<file path="config.mk">
export PLATFORM = sky130hd
export DESIGN_NAME = draw_cmd_sched
export DESIGN_NICKNAME = d
export VERILOG_FILES = /design/src/rtl/draw_sched_pkg.sv /design/src/rtl/draw_cmd_fifo.sv /design/src/rtl/draw_cmd_sched.sv
export SDC_FILE = /design/constraint.sdc
export NUM_CORES = 1
export LEC_CHECK = 0
export ABC_AREA = 1
export CAP_MARGIN = 20
export CORE_ASPECT_RATIO = 1.4
export CORE_MARGIN = 5
export CORE_UTILIZATION = 55
export DETAILED_ROUTE_END_ITERATION = 8
export PLACE_DENSITY = 0.79
export REMOVE_ABC_BUFFERS = 1
export SLEW_MARGIN = 15
export SYNTH_ARGS = -nofsm -noshare
export SYNTH_HDL_FRONTEND = slang
export SYNTH_SLANG_ARGS = --single-unit
</file>
<file path="constraint.sdc">
create_clock -name clk -period 6.4 [get_ports clk]
set_input_delay 1.28 -clock clk [delete_from_list [all_inputs] [get_ports clk]]
set_output_delay 1.28 -clock clk [all_outputs]
set_load 0.05 [all_outputs]
</file>
<file path="src/rtl/draw_sched_pkg.sv">
// Shared types for the draw command scheduler: command word layout, opcodes, FSM states.
// Consumed by draw_cmd_fifo and draw_cmd_sched.
package draw_sched_pkg;

  typedef enum logic [1:0] {
    NOP     = 2'd0,
    ADD_IMG = 2'd1,
    REM_IMG = 2'd2,
    ADD_FNT = 2'd3
  } op_e;

  typedef struct packed {
    op_e        op;
    logic [4:0] indx;
    logic [5:0] fnt;
    logic [9:0] xloc;
    logic [8:0] yloc;
  } cmd_t;

  typedef enum logic [1:0] {
    IDLE       = 2'd0,
    ISSUE      = 2'd1,
    WAIT_START = 2'd2,
    WAIT_DONE  = 2'd3
  } state_e;

  localparam int WDOG_W = 20;

  // WAIT_START gives up after this many quiet cycles have already elapsed (0-based)
  localparam logic [1:0] WS_LAST = 2'd2;

endpackage

</file>
<file path="src/rtl/draw_cmd_fifo.sv">
// Per-requester command FIFO, head visible combinationally on dout (zero-latency read).
// full blocks further pushes; push and pop in the same cycle both take effect.
module draw_cmd_fifo
  import draw_sched_pkg::*;
#(
  parameter int DEPTH = 4
) (
  input  logic clk,
  input  logic rst,
  input  logic push,
  input  logic pop,
  input  cmd_t din,
  output cmd_t dout,
  output logic full,
  output logic empty
);

  localparam int AW = $clog2(DEPTH);

  cmd_t          mem [DEPTH];
  logic [AW-1:0] wr_ptr;
  logic [AW-1:0] rd_ptr;
  logic [AW:0]   count;
  logic          do_push;
  logic          do_pop;

  assign do_push = push && !full;
  assign do_pop  = pop && !empty;
  assign full    = (count == (AW+1)'(DEPTH));
  assign empty   = (count == '0);
  assign dout    = mem[rd_ptr];

  always_ff @(posedge clk) begin
    if (do_push) begin
      mem[wr_ptr] <= din;
    end
  end

  always_ff @(posedge clk) begin
    if (rst) begin
      wr_ptr <= '0;
      rd_ptr <= '0;
      count  <= '0;
    end else begin
      if (do_push) begin
        wr_ptr <= wr_ptr + 1'b1;
      end
      if (do_pop) begin
        rd_ptr <= rd_ptr + 1'b1;
      end
      case ({do_push, do_pop})
        2'b10:   count <= count + 1'b1;
        2'b01:   count <= count - 1'b1;
        default: count <= count;
      endcase
    end
  end

endmodule

</file>
<file path="src/rtl/draw_cmd_sched.sv">
// Two-port round-robin draw command scheduler feeding the placer; pulse 2 cycles after grant.
// Requesters stall on FIFO full; optional WAIT_DONE watchdog under DRAW_SCHED_WDOG_EN.
module draw_cmd_sched
  import draw_sched_pkg::*;
#(
  parameter int          FIFO_DEPTH = 4,
  parameter logic [19:0] WDOG_LIMIT = 20'hFFFFF
) (
  input  logic       clk,
  input  logic       rst,
  input  logic       p0_valid,
  output logic       p0_ready,
  input  cmd_t       p0_cmd,
  input  logic       p1_valid,
  output logic       p1_ready,
  input  cmd_t       p1_cmd,
  input  logic       plc_busy,
  output logic       add_img,
  output logic       rem_img,
  output logic       add_fnt,
  output logic [4:0] image_indx,
  output logic [5:0] fnt_indx,
  output logic [9:0] xloc,
  output logic [8:0] yloc,
  output logic       idle,
  output logic       wdog_err
);

  cmd_t   f0_dout;
  cmd_t   f1_dout;
  logic   f0_full;
  logic   f0_empty;
  logic   f1_full;
  logic   f1_empty;
  logic   pop0;
  logic   pop1;
  logic   grant_vld;
  logic   grant_sel;
  cmd_t   grant_cmd;
  state_e state;
  logic   last_grant;
  op_e    op_r;
  logic [1:0] ws_cnt;

  assign p0_ready = !f0_full;
  assign p1_ready = !f1_full;

  draw_cmd_fifo #(.DEPTH(FIFO_DEPTH)) u_fifo0 (
    .clk   (clk),
    .rst   (rst),
    .push  (p0_valid && p0_ready),
    .pop   (pop0),
    .din   (p0_cmd),
    .dout  (f0_dout),
    .full  (f0_full),
    .empty (f0_empty)
  );

  draw_cmd_fifo #(.DEPTH(FIFO_DEPTH)) u_fifo1 (
    .clk   (clk),
    .rst   (rst),
    .push  (p1_valid && p1_ready),
    .pop   (pop1),
    .din   (p1_cmd),
    .dout  (f1_dout),
    .full  (f1_full),
    .empty (f1_empty)
  );

  // grant_sel: 0 = port 0, 1 = port 1; on a tie the port not granted last wins
  always_comb begin
    grant_vld = (state == IDLE) && !plc_busy && (!f0_empty || !f1_empty);
    if (!f0_empty && !f1_empty) begin
      grant_sel = ~last_grant;
    end else begin
      grant_sel = f0_empty;
    end
    grant_cmd = grant_sel ? f1_dout : f0_dout;
  end

  assign pop0 = grant_vld && !grant_sel;
  assign pop1 = grant_vld && grant_sel;
  assign idle = f0_empty && f1_empty && (state == IDLE);

`ifdef DRAW_SCHED_WDOG_EN
  logic [WDOG_W-1:0] wdog_cnt;
`else
  // Limit only matters when the watchdog is built in
  logic unused_wdog_cfg;
  assign unused_wdog_cfg = ^WDOG_LIMIT;
  assign wdog_err        = 1'b0;
`endif

  always_ff @(posedge clk) begin
    if (rst) begin
      state      <= IDLE;
      last_grant <= 1'b1;
      op_r       <= NOP;
      ws_cnt     <= '0;
      add_img    <= 1'b0;
      rem_img    <= 1'b0;
      add_fnt    <= 1'b0;
      image_indx <= '0;
      fnt_indx   <= '0;
      xloc       <= '0;
      yloc       <= '0;
`ifdef DRAW_SCHED_WDOG_EN
      wdog_cnt   <= '0;
      wdog_err   <= 1'b0;
`endif
    end else begin
      add_img <= 1'b0;
      rem_img <= 1'b0;
      add_fnt <= 1'b0;
      case (state)
        IDLE: begin
          if (grant_vld) begin
            last_grant <= grant_sel;
            // NOPs are consumed here and never reach the placer
            if (grant_cmd.op != NOP) begin
              op_r       <= grant_cmd.op;
              image_indx <= grant_cmd.indx;
              fnt_indx   <= grant_cmd.fnt;
              xloc       <= grant_cmd.xloc;
              yloc       <= grant_cmd.yloc;
              state      <= ISSUE;
            end
          end
        end
        ISSUE: begin
          add_img <= (op_r == ADD_IMG);
          rem_img <= (op_r == REM_IMG);
          add_fnt <= (op_r == ADD_FNT);
          ws_cnt  <= '0;
          state   <= WAIT_START;
        end
        WAIT_START: begin
          if (plc_busy) begin
`ifdef DRAW_SCHED_WDOG_EN
            wdog_cnt <= '0;
`endif
            state <= WAIT_DONE;
          end else if (ws_cnt == WS_LAST) begin
            // placer never started; treat the command as complete
            state <= IDLE;
          end else begin
            ws_cnt <= ws_cnt + 1'b1;
          end
        end
        WAIT_DONE: begin
          if (!plc_busy) begin
            state <= IDLE;
`ifdef DRAW_SCHED_WDOG_EN
          end else if (wdog_cnt == WDOG_LIMIT) begin
            wdog_err <= 1'b1;
            state    <= IDLE;
          end else begin
            wdog_cnt <= wdog_cnt + 1'b1;
`endif
          end
        end
        default: state <= IDLE;
      endcase
    end
  end

endmodule

</file>
* Word-level counts from Yosys, hierarchy flattened
Memory sizes are Yosys's and may differ from the RTL's. A register that Yosys moved wholly into a read port is not among the register bits.
Index checks and enable logic that the tools add are counted.
W data, S select, Z words.
** Storage, ports and cells
- Flip-flop bits (word level) :: 54
- Memories :: 2
- Output and inout port bits :: 37
- Logic and storage cells :: 102
- Bits in writable memories :: 256
** Operators by class
- Add/subtract/negate cells :: 9
- Reductions and logical operators :: 32
- Multiplexer cells :: 21
- Equal/unequal tests :: 19
- Bitwise logic cells :: 2
** Memory list
- u_fifo0.mem :: depth 4, width 32, read ports 1, clocked after memory_dff 1, write ports 1, line draw_cmd_fifo.sv:20 : cmd_t mem [DEPTH];
- u_fifo1.mem :: depth 4, width 32, read ports 1, clocked after memory_dff 1, write ports 1, line draw_cmd_fifo.sv:20
** Operators by type and width (number)
- $mux W32 :: 1
- $mux W2 :: 11
- $eq A2 B2 Y1 const B :: 7
- $logic_and A1 B1 Y1 :: 13
- $pmux W3 S2 :: 2
- $add A2 B1 Y2 const B :: 5
- $eq A2 B1 Y1 const B :: 4
- $ne A2 B2 Y1 const B :: 4
- $pmux W2 S4 :: 1
- $reduce_bool A2 Y1 :: 4
- $add A3 B1 Y3 const B :: 2
- $eq A3 B3 Y1 const B :: 2
- $logic_not A1 Y1 :: 6
- $logic_not A3 Y1 :: 2
- $reduce_and A3 Y1 :: 2
- $sub A3 B1 Y3 const B :: 2
- $mux W1 :: 5
- $pmux W2 S2 :: 1
- $reduce_and A4 Y1 :: 1
- $ne A3 B3 Y1 const B :: 1
- $logic_not A2 Y1 :: 1
- $ne A2 B1 Y1 const B :: 1
- $not A1 Y1 :: 2
- $reduce_and A2 Y1 :: 1
- 2 further kinds :: 2

* Depth between registers and ports, before layout
Gate-level depths: netlist of the first run.
- Depth after elaboration :: 9
- Mapped depth :: 14
- Gate-level depth less buffers :: 14

* Modules after synthesis
From an unflattened synthesis of the first run, not the netlist that was laid out.
** Second synthesis, totals
- Cells, all modules :: 1069
- Area total of the unflattened synthesis :: 12638.4 um^2
** Modules (own cells, without submodules)
- draw_cmd_fifo :: area an instance 5276.3 um^2, times used 2, sequential area each 4023.9 um^2, cells each 379
- draw_cmd_sched :: area an instance 2085.8 um^2, times used 1, sequential area each 800.8 um^2, cells each 311

* Worst setup path after synthesis of the first run
OpenSTA, ideal clock, no wires.
- Path type :: input to register
- From :: input port p0_valid
- To :: memory u_fifo0.mem[0][0] in the netlist's numbering, enable pin
- Setup time :: 0.421 ns
- Path buffers :: 0
- Data required time :: 5.979 ns
- Arrival :: 2.842 ns
- Cell stages on the path :: 2
- Slack :: 3.136 ns
- Cells stage by stage :: nand2_1 nor2_1
** Between the ends
- Cells in the longest elaborated chain, start to end :: 4
** Ends and longest elaborated chain
- start: declaration :: line draw_cmd_sched.sv:11 : input logic p0_valid,
- $logic_and A1 B1 Y1 :: line draw_cmd_sched.sv:51 : .push (p0_valid && p0_ready),
- $logic_and A1 B1 Y1 :: line draw_cmd_fifo.sv:27 : assign do_push = push && !full;
- $mux W1 :: line draw_cmd_fifo.sv:34 : if (do_push) begin
- $mux W1 (implied by the code) :: line draw_cmd_fifo.sv:35 : mem[wr_ptr] <= din;
- end: declaration :: line draw_cmd_fifo.sv:20
Every way passes these cells.

* Final worst setup path of the first run
- From :: register state[1]
- To :: output port idle
** Between the ends
- Cells in the longest elaborated chain, start to end :: 2
** Ends and longest elaborated chain
- start: declaration :: line draw_cmd_sched.sv:40 : state_e state;
- start signal: assignment :: line draw_cmd_sched.sv:96 : state <= IDLE;
- start signal: assignment :: line draw_cmd_sched.sv:126 : state <= ISSUE;
- start signal: assignment :: line draw_cmd_sched.sv:135 : state <= WAIT_START;
- $logic_not A2 Y1 :: line draw_cmd_sched.sv:83 : assign idle = f0_empty && f1_empty && (state == IDLE);
- $logic_and A1 B1 Y1 :: line draw_cmd_sched.sv:83
- end: declaration :: line draw_cmd_sched.sv:25 : output logic idle,
Every way passes these cells.

==> summary.md, run 1 <==
| Metric | Value |
|---|---|
| FP Rows | 64 |
| Hold Vio Cnt, Final | 0 |
| Asr flop ratio synth | 0 |
| Seq/Total Area, Yosys | 0.719 |
| Detail Placement HPWL | 15800 um |
| Root Driver | clkbuf_16 |
| Via density | 5.50 |
| Routability congestion estimate | 0.840 |
| DIE AREA | 25500 sq um |
| Clk sinks | 314 |
| Tot GR Track Use | 0.202 |
| Crit-path max FO | 6 |
| Synth Register Bits | 314 |
| Yosys cell types | 31 |
| Post-Syn Instances | 1043 |
| # DRC | 0 |
| # hold bufs at CTS | 0 |
| Placeable Area | 21900 sq um |
| Pwr dens | 444 nW/um^2 |
| Min Tclk post-route | 3.47 ns |
| Status | complete, no violations |
| Hold_sp | op_r[0] |
| Max-slew violations | 0 |
| Fin Hold WS | 0.466 ns |
| Arr. time, crit path | 2.19 ns |
| Inserted Clock Buffers | 28 |
| Worst vdd ir | 0.286 mV |
| Post-CTS setup buffers | 0 |
| Num ports | 106 |
| Final setup vio count | 0 |
| Worst EP required | 5.12 ns |
| Power Total | 6.48 mW |
| Placed Area | 13600 sq um |
| Routed Antenna Nets | 0 |
| Share of layout cells above drive strength 1 | 0.0882 |
| Final Skew | 0.0178 ns |
| Largest net degree at the start of global routing | 68 |
| Number of synthesized flops with an enable pin | 256 |
| RR Endpoint | xloc[3] |
| Pleak | 5.23 nW |
| RSZ-0062 raised after global routing | no |
| Drt first pass iters | 5 |
| Initial antenna violation count | 1 |
| Main synth FF type | edfxtp_1 |
| Crit path to | idle |
| # H-tree levels | 1 |
| CTS tree | yes |
| Clock buffer depth | 3 |
| Fill count | 1572 |
| Post-CTS Resized | 0 |
| Fmax | 288 MHz |
| Initial Util | 0.561 |
| Max Cap Viol | 0 |
| Die extent in y | 187 um |
| Post-route cell area | 14600 sq um |
| Reg2reg setup slack | 3.50 ns |
| DRT Wirelength | 25900 um |
| # port buffers | 104 |
| Slew headroom | 0.319 |
| Syn avg cell area | 11.8 sq um |
| Worst Setup Start Kind | flop |
| Final Cycle Share | 0.542 |
| CP Capture Type | output pin |
| Reg clk slew, reported paths | 0.06 ns |
| Area Overhead vs Synth | 18.5% |
| Kind of critical path | flop to output pin |
| Crit path launch | state[1] |
| Die Wd | 136 um |
| Routed WL per cell | 17.8 um |
| Grt ovf | 0 |
| Clock latency on the worst-skew pair | 0.55 ns |
| Placed instance count | 1402 |
| HP Class | flop to flop |
| Post-Route Setup TNS | 0 ns |
| Vias in the first global route | 7975 |
| Area of the mapped netlist | 12300 sq um |
| Least-Margin Pin Slew | 1.02 ns |
| Via Count | 8001 |
| Reg2Reg Depth | 9 |
| First-pass GRT wire length | 41100 um |
| Finished Layout Cells | 1455 |
| Layout Nets | 1217 |
| DRT iter0 DRCs | 780 |
| Yosys warns | 0 |
[how the worst min path moves through the flow]
stage                             end  slack, ns  depth (start not counted)
floorplan                     rem_img       0.42                          1
global placement    u_fifo1.rd_ptr[0]       0.45                          1
detailed placement               flop       0.46                          1
CTS                              flop       0.47                          2
global route                     flop       0.49                          1
finish                        rem_img       0.47                          1
[sequential cells by signal, summed over array words and instances, names as in the netlist, named ones only]
register	flops
u_fifo0.mem	128
last_grant	1
rem_img	1
xloc	10
yloc	9
u_fifo0.count	3
op_r	2
u_fifo0.rd_ptr	2
u_fifo1.wr_ptr	2
fnt_indx	6
u_fifo1.mem	128
u_fifo1.count	3
add_fnt	1
image_indx	5
add_img	1
u_fifo1.rd_ptr	2
state	2
ws_cnt	2
u_fifo0.wr_ptr	2
[power breakdown]
group | internal, mW | total [mW] | switching, mW
registers | 2.48 | 2.58 | 0.106
logic | 0.601 | 2.10 | 1.50
clock network | 1.07 | 1.79 | 0.723
total | 4.15 | 6.48 | 2.33
[synthesized netlist by cell type (3+ instances only)]
cell / count / area (sq um)
nor3_1: 5 / 25.0
a21oi_1: 19 / 95.1
nor2_4: 3 / 33.8
edfxtp_1: 256 / 7690
inv_4: 3 / 18.8
o21ai_1: 9 / 45.0
nor2_1: 198 / 743
buf_6: 5 / 56.3
inv_1: 43 / 161
clkbuf_1: 41 / 154
dfxtp_1: 58 / 1160
buf_4: 3 / 22.5
buf_1: 3 / 11.3
nand3_1: 10 / 50.1
o21ai_0: 157 / 786
nand3_2: 3 / 30.0
ha_1: 11 / 138
buf_2: 3 / 15.0
inv_2: 4 / 15.0
nor2_2: 11 / 68.8
nand2_1: 124 / 465
o22ai_1: 60 / 375
[placed cells by master, fill, tap and decap left out, types with 3 or more instances in the layout]
cell type        netlist  final
edfxtp_1             256    256
nor2_1               198    190
o21ai_0              157    157
nand2_1              124    124
clkdlybuf4s50_1        0    104
o22ai_1               60     60
dfxtp_1               58     56
inv_1                 43     43
clkbuf_16              0     29
nor2_2                11     19
a21oi_1               19     19
buf_4                  3     14
ha_1                  11     11
nand3_1               10     10
o21ai_1                9      9
clkinv_2               0      6
nor3_1                 5      5
bufinv_16              0      5
inv_2                  4      4
nand3_2                3      3
inv_4                  3      3
nor2_4                 3      3
clkbuf_1              41      3
clkbuf_8               0      3
[logic make-up (layout without fill, tap and decap cells)]
kind of cell | count (synthesis) | in the layout | share of synthesized area
adders and majority gates | 13 | 13 | 0.0144
other | 1 | 2 | 0.000305
and+or+nand+nor | 360 | 360 | 0.120
buffers and inverters | 106 | 220 | 0.0381
AOI/OAI and AO/OA | 249 | 249 | 0.108
DFF | 314 | 314 | 0.719
[routing by layer]
metal  track usage  share of wire  vias to the layer above
li1              -              -                     3840
met1         0.262           0.40                     3816
met2         0.341           0.50                      291
met3        0.0326          0.070                       54
met4        0.0776          0.032                        0
met5             0              0                        -
[stage by stage]
stage                     setup WS (ns)  utilization
after floorplan                    3.14            -
after global placement             2.83        0.619
after detailed placement           2.76        0.619
after CTS                          2.91        0.665
after global routing               2.87        0.665
final                              2.93        0.665
[critical path: stages, from the launching register on]
cell and delay [ns]:
dfxtp_1 0.38, nor2_4 0.15, inv_2 0.06, nor3_1 0.22, clkdlybuf4s50_1 0.84
[area by class of cell]
class,instances,area (sq um),area share
antenna,1,2.50,0.000172
clock buffer,35,778,0.0533
clock inverter,17,235,0.0161
inverter,50,195,0.0134
multi-input combinational,623,3010,0.206
sequential,314,8850,0.607
tap,297,372,0.0255
timing repair buffer,118,1150,0.0786
Power figures use the tool's default switching activity.
==> inputs of run 2 (changes only) <==
==> constraint.sdc (replaced) <==
create_clock -name clk -period 3.4 [get_ports clk]
set_input_delay 0.68 -clock clk [delete_from_list [all_inputs] [get_ports clk]]
set_output_delay 0.68 -clock clk [all_outputs]
set_load 0.05 [all_outputs]
==> run 2 against run 1 <==
Effect of this change: worst hold slack better by 0.011 ns; count of clock-buffer cells in the layout rose by 1; register-to-register slack got worse by 2.6 ns; first-iteration DRC count down 20%; power rose by 85%; clock power increased by 79%; largest power group unchanged; flip-flop and latch count unchanged.
==> summary.md, run 2 (same netlist as run 1, synthesis figures left out) <==
| Metric | Value |
|---|---|
| Met3 Wirelength | 1680 um |
| Status | complete, no violations |
| Placeable Area | 21900 sq um |
| Initial Util | 0.561 |
| Hold_sp | ws_cnt[1] |
| Kind of critical path | flop to output pin |
| Worst Setup Start Kind | flop |
| DIE AREA | 25500 sq um |
| Grt ovf | 0 |
| Post-CTS setup buffers | 0 |
| Final Skew | 0.0185 ns |
| DRT iter0 DRCs | 623 |
| Routed met2 length | 12600 um |
| CTS tree | yes |
| Final setup vio count | 0 |
| Arr. time, crit path | 2.16 ns |
| Crit-path max FO | 6 |
| Vias in the first global route | 7624 |
| Largest regs | u_fifo0.mem: 128 flops, u_fifo1.mem: 128 flops, xloc: 10 flops |
| Reg2Reg Depth | 14 |
| Root Driver | clkbuf_16 |
| Drt first pass iters | 5 |
| Tot GR Track Use | 0.197 |
| Worst hold endpoint | ws_cnt[1] |
| Post-CTS Resized | 0 |
| FP Rows | 64 |
| Max Cap Viol | 0 |
| Routed Antenna Nets | 0 |
| Reg2reg setup slack | 0.89 ns |
| HP Class | flop to flop |
| Most frequent cells in the layout | 256 x edfxtp_1, 190 x nor2_1, 157 x o21ai_0 |
| Inserted Clock Buffers | 28 |
| Pwr dens | 823 nW/um^2 |
| Final Cycle Share | 0.836 |
| Post-Route Setup TNS | 0 ns |
| # DRC | 0 |
| DRT Wirelength | 25400 um |
| Largest net degree at the start of global routing | 65 |
| Met1 WL | 10400 um |
| CP Capture Type | output pin |
| ANT cells | 0 |
| Worst EP required | 2.72 ns |
| Hold path cells | 2 |
| Share of layout cells above drive strength 1 | 0.0871 |
| Top routing layer in use | met4 |
| Fin Hold WS | 0.478 ns |
| DP Worst Slack | 0.351 ns |
| Initial antenna violation count | 0 |
| Max-slew violations | 0 |
| Reg clk slew, reported paths | 0.06 ns |
| Min Tclk post-route | 2.84 ns |
| Clk sinks | 314 |
| # hold bufs at CTS | 0 |
| Clock buffer depth | 3 |
| Slew headroom | 0.597 |
| Routability congestion estimate | 0.775 |
| Routed WL per cell | 17.5 um |
| Least-Margin Pin Slew | 0.604 ns |
| Area Overhead vs Synth | 18.1% |
| Num ports | 106 |
| Via density | 5.49 |
| Die extent in y | 187 um |
| RSZ-0062 raised after global routing | no |
| Worst vdd ir | 0.486 mV |
| Detail Placement HPWL | 15900 um |
| # port buffers | 104 |
| Clock latency on the worst-skew pair | 0.54 ns |
| Hold Vio Cnt, Final | 0 |
| Pleak | 5.21 nW |
| Reg2reg start | u_fifo1.count[1] |
| Final core occ | 0.663 |
| Commonest non-fill, non-tap cell in the layout | edfxtp_1 |
| RR Endpoint | u_fifo1.count[2] |
| # H-tree levels | 1 |
| Final Worst Setup Slack | 0.558 ns |
| Die Wd | 136 um |
| Fmax | 352 MHz |
| Finished Layout Cells | 1456 |
| Fill count | 1614 |
| Layout Nets | 1219 |
| First-pass GRT wire length | 40200 um |
| Via Count | 7998 |
| Placed instance count | 1404 |
run 2: changes by cell type in the layout (fill, tap and decap cells not counted), sizes merged:
| cell | delta |
|---|---|
| clkbuf | +1 |
| diode | -1 |
| bufinv | -1 |
| buf | +2 |
run 2: area by class of cell:
| cell class | count | area (sq um) | area share |
|---|---|---|---|
| clock inverter | 16 | 201 | 0.0139 |
| inverter | 50 | 195 | 0.0134 |
| clock buffer | 36 | 751 | 0.0516 |
| tap | 297 | 372 | 0.0256 |
| timing repair buffer | 120 | 1160 | 0.0799 |
| multi-input combinational | 623 | 3010 | 0.207 |
| sequential | 314 | 8850 | 0.609 |
run 2: through the flow:
stage	power (mW)	cell area [sq um]
after detailed placement	8.84	13600
final	12.0	14500
after global placement	8.74	13600
after CTS	12.0	14500
after floorplan	7.59	12000
after global routing	12.7	14500
run 2: routing by layer:
layer	vias up	track usage
met3	45	0.0301
met4	0	0.0640
met2	250	0.323
li1	3853	-
met1	3850	0.270
met5	-	0
run 2: worst max-delay path by stage:
stage          startpoint          endpoint  slack (ns)  cells after the start
3_3_place_gp     plc_busy  u_fifo0.count[2]        0.43                     11
3_5_place_dp     plc_busy  u_fifo0.count[2]        0.35                     11
4_1_cts          state[1]              idle        0.53                      4
6_report         state[1]              idle        0.56                      4
2_1_floorplan        flop       fnt_indx[0]        0.45                      8
5_1_grt          state[1]              idle        0.42                      4
run 2: report_power, final:
group	switching [mW]	total, mW	internal [mW]
Sequential	0.250	4.91	4.66
Combinational	2.72	3.86	1.14
Clock	1.33	3.20	1.87
Total	4.30	12.0	7.67
run 2: worst max-delay path: stages, from the launching register on:
cell             delay, ns
dfxtp_1               0.38
nor2_4                0.16
inv_2                 0.07
nor3_1                0.19
clkdlybuf4s50_1       0.84
==> inputs of run 3 (changes only) <==
--- a/config.mk
+++ b/config.mk
@@ -9,7 +9,7 @@
 export CAP_MARGIN = 20
 export CORE_ASPECT_RATIO = 1.4
 export CORE_MARGIN = 5
-export CORE_UTILIZATION = 55
+export CORE_UTILIZATION = 52
 export DETAILED_ROUTE_END_ITERATION = 8
 export PLACE_DENSITY = 0.79
 export REMOVE_ABC_BUFFERS = 1
==> constraint.sdc (replaced) <==
create_clock -name clk -period 2.55 [get_ports clk]
set_input_delay 0.51 -clock clk [delete_from_list [all_inputs] [get_ports clk]]
set_output_delay 0.51 -clock clk [all_outputs]
set_load 0.05 [all_outputs]
==> run 3 against run 2 <==
Effect of this change: final area rose by 1.4%; non-clock buffer count rose by 14; sequential share of layout area fell by 0.85 points; highest routed layer unchanged.
==> summary.md, run 3 (same netlist as run 1, synthesis figures left out) <==
| Metric | Value |
|---|---|
| Status | complete, no violations |
| Kind of critical path | flop to output pin |
| Reg2reg start | u_fifo0.count[1] |
| Commonest non-fill, non-tap cell in the layout | edfxtp_1 |
| Area Overhead vs Synth | 19.8% |
| Met3 Use GR | 0.0284 |
| Reg2reg setup slack | 0.38 ns |
| Worst EP required | 2.04 ns |
| Internal Power | 10.3 mW |
| Fill count | 1765 |
| Final Cycle Share | 0.947 |
| Placed instance count | 1427 |
| Crit path to | idle |
| Share of layout cells above drive strength 1 | 0.0965 |
| Max Cap Viol | 0 |
| Final Worst Setup Slack | 0.135 ns |
| Crit path launch | state[1] |
| Slew headroom | 0.605 |
| Crit-path max FO | 6 |
| # hold bufs at CTS | 0 |
| Finished Layout Cells | 1479 |
| Final setup vio count | 0 |
| Detail Placement HPWL | 16700 um |
| Post-CTS setup buffers | 0 |
| Die extent in y | 192 um |
| Worst vdd ir | 0.611 mV |
| Root Driver | clkbuf_16 |
| # DRC | 0 |
| # H-tree levels | 1 |
| Die Wd | 140 um |
| Met1 Use GR | 0.241 |
| Initial Util | 0.528 |
| Least-Margin Pin Slew | 0.591 ns |
| DP Worst Slack | -0.0201 ns |
| Clock latency on the worst-skew pair | 0.53 ns |
| Combinational share of power | 0.341 |
| Vias in the first global route | 7802 |
| DRT Wirelength | 25700 um |
| Via Count | 7953 |
| CTS tree | yes |
| Min Tclk post-route | 2.41 ns |
| Clk sinks | 314 |
| Layout Nets | 1232 |
| Largest regs | u_fifo0.mem: 128 flops, u_fifo1.mem: 128 flops, xloc: 10 flops |
| Via density | 5.38 |
| Tot GR Track Use | 0.187 |
| DRT iter0 DRCs | 587 |
| Grt ovf | 0 |
| Pleak | 5.30 nW |
| Reg2Reg Depth | 10 |
| Pwr dens | 1090 nW/um^2 |
| Routed Antenna Nets | 0 |
| HP Class | flop to flop |
| Net Sw Power | 5.76 mW |
| GR met2 Demand/Resource | 0.331 |
| Routability congestion estimate | 0.831 |
| Clock buffer depth | 3 |
| Inserted Clock Buffers | 27 |
| Gr busiest metal | met2 |
| Drt first pass iters | 6 |
| Num ports | 106 |
| Arr. time, crit path | 1.90 ns |
| Fin Hold WS | 0.464 ns |
| RR Endpoint | xloc[8] |
| Final Skew | 0.0181 ns |
| Largest net degree at the start of global routing | 59 |
| RSZ-0062 raised after global routing | no |
| Most frequent cells in the layout | 256 x edfxtp_1, 190 x nor2_1, 157 x o21ai_0 |
| Hold Vio Cnt, Final | 0 |
| Post-CTS Resized | 1 |
| Reg clk slew, reported paths | 0.06 ns |
| Initial antenna violation count | 2 |
| DIE AREA | 26900 sq um |
| FP Rows | 66 |
| Placed Area | 13800 sq um |
| Post-route cell area | 14700 sq um |
| CP Capture Type | output pin |
| Worst Setup Start Kind | flop |
| Max-slew violations | 0 |
| Share of power burned in registers | 0.406 |
| First-pass GRT wire length | 40500 um |
| Fmax | 414 MHz |
| Placeable Area | 23300 sq um |
| # port buffers | 104 |
| Clock share of power | 0.253 |
| Routed WL per cell | 17.4 um |
| Switching Share | 0.359 |
## run 3: changes by cell type in the layout (fill, tap and decap cells not counted), moves of 3 or more
cell,previous run,this run
buf_4,16,20
clkinv_2,5,2
bufinv_16,4,0
clkbuf_8,2,7
buf_12,0,10
## run 3: cell type report
| type | instances | area [sq um] | share of cell area |
|---|---|---|---|
| Antenna cell | 2 | 5.00 | 0.000339 |
| Multi-Input combinational cell | 623 | 3010 | 0.204 |
| Clock buffer | 45 | 877 | 0.0595 |
| Inverter | 50 | 195 | 0.0132 |
| Tap cell | 306 | 383 | 0.0260 |
| Timing Repair Buffer | 134 | 1390 | 0.0943 |
| Clock inverter | 5 | 35.0 | 0.00238 |
| Sequential cell | 314 | 8850 | 0.600 |
## run 3: worst min-delay path by stage
stage	start	to	slack, ns	cells past startpoint
2_1_floorplan	op_r[0]	rem_img	0.42	1
3_3_place_gp	u_fifo0.rd_ptr[1]	u_fifo0.rd_ptr[1]	0.45	2
3_5_place_dp	op_r[0]	rem_img	0.46	1
4_1_cts	op_r[0]	rem_img	0.47	1
5_1_grt	op_r[0]	rem_img	0.48	1
6_report	op_r[0]	rem_img	0.46	1
## run 3: critical path: stages, from the launching register on
cell and delay [ns]:
dfxtp_1 0.37, nor2_4 0.16, inv_2 0.07, nor3_1 0.22, dlygate4sd2_1 0.57
## run 3: stage by stage
step,TNS (ns),power [mW],util
3_3_place_gp,-0.0122,12.0,0.594
2_1_floorplan,-97.47,10.1,-
4_1_cts,0,16.1,0.633
6_report,0,16.0,0.633
5_1_grt,0,17.0,0.633
3_5_place_dp,-0.0400,12.1,0.594
## run 3: layer usage
layer | wire length, um | part of all wire | vias up
met1 | 10500 | 0.41 | 3833
li1 | - | - | 3877
met2 | 13200 | 0.51 | 201
met5 | 0 | 0 | -
met4 | 610 | 0.024 | 0
met3 | 1390 | 0.054 | 42
## run 3: power groups by stage
| stage | registers, mW | clock network [mW] | logic (mW) |
|---|---|---|---|
| 6_report | 6.51 | 4.05 | 5.47 |
| 5_1_grt | 6.56 | 4.33 | 6.06 |
| 4_1_cts | 6.51 | 4.11 | 5.50 |
| 3_5_place_dp | 6.61 | 0 | 5.48 |
| 3_3_place_gp | 6.60 | 0 | 5.36 |
| 2_1_floorplan | 7.16 | 0 | 2.96 |
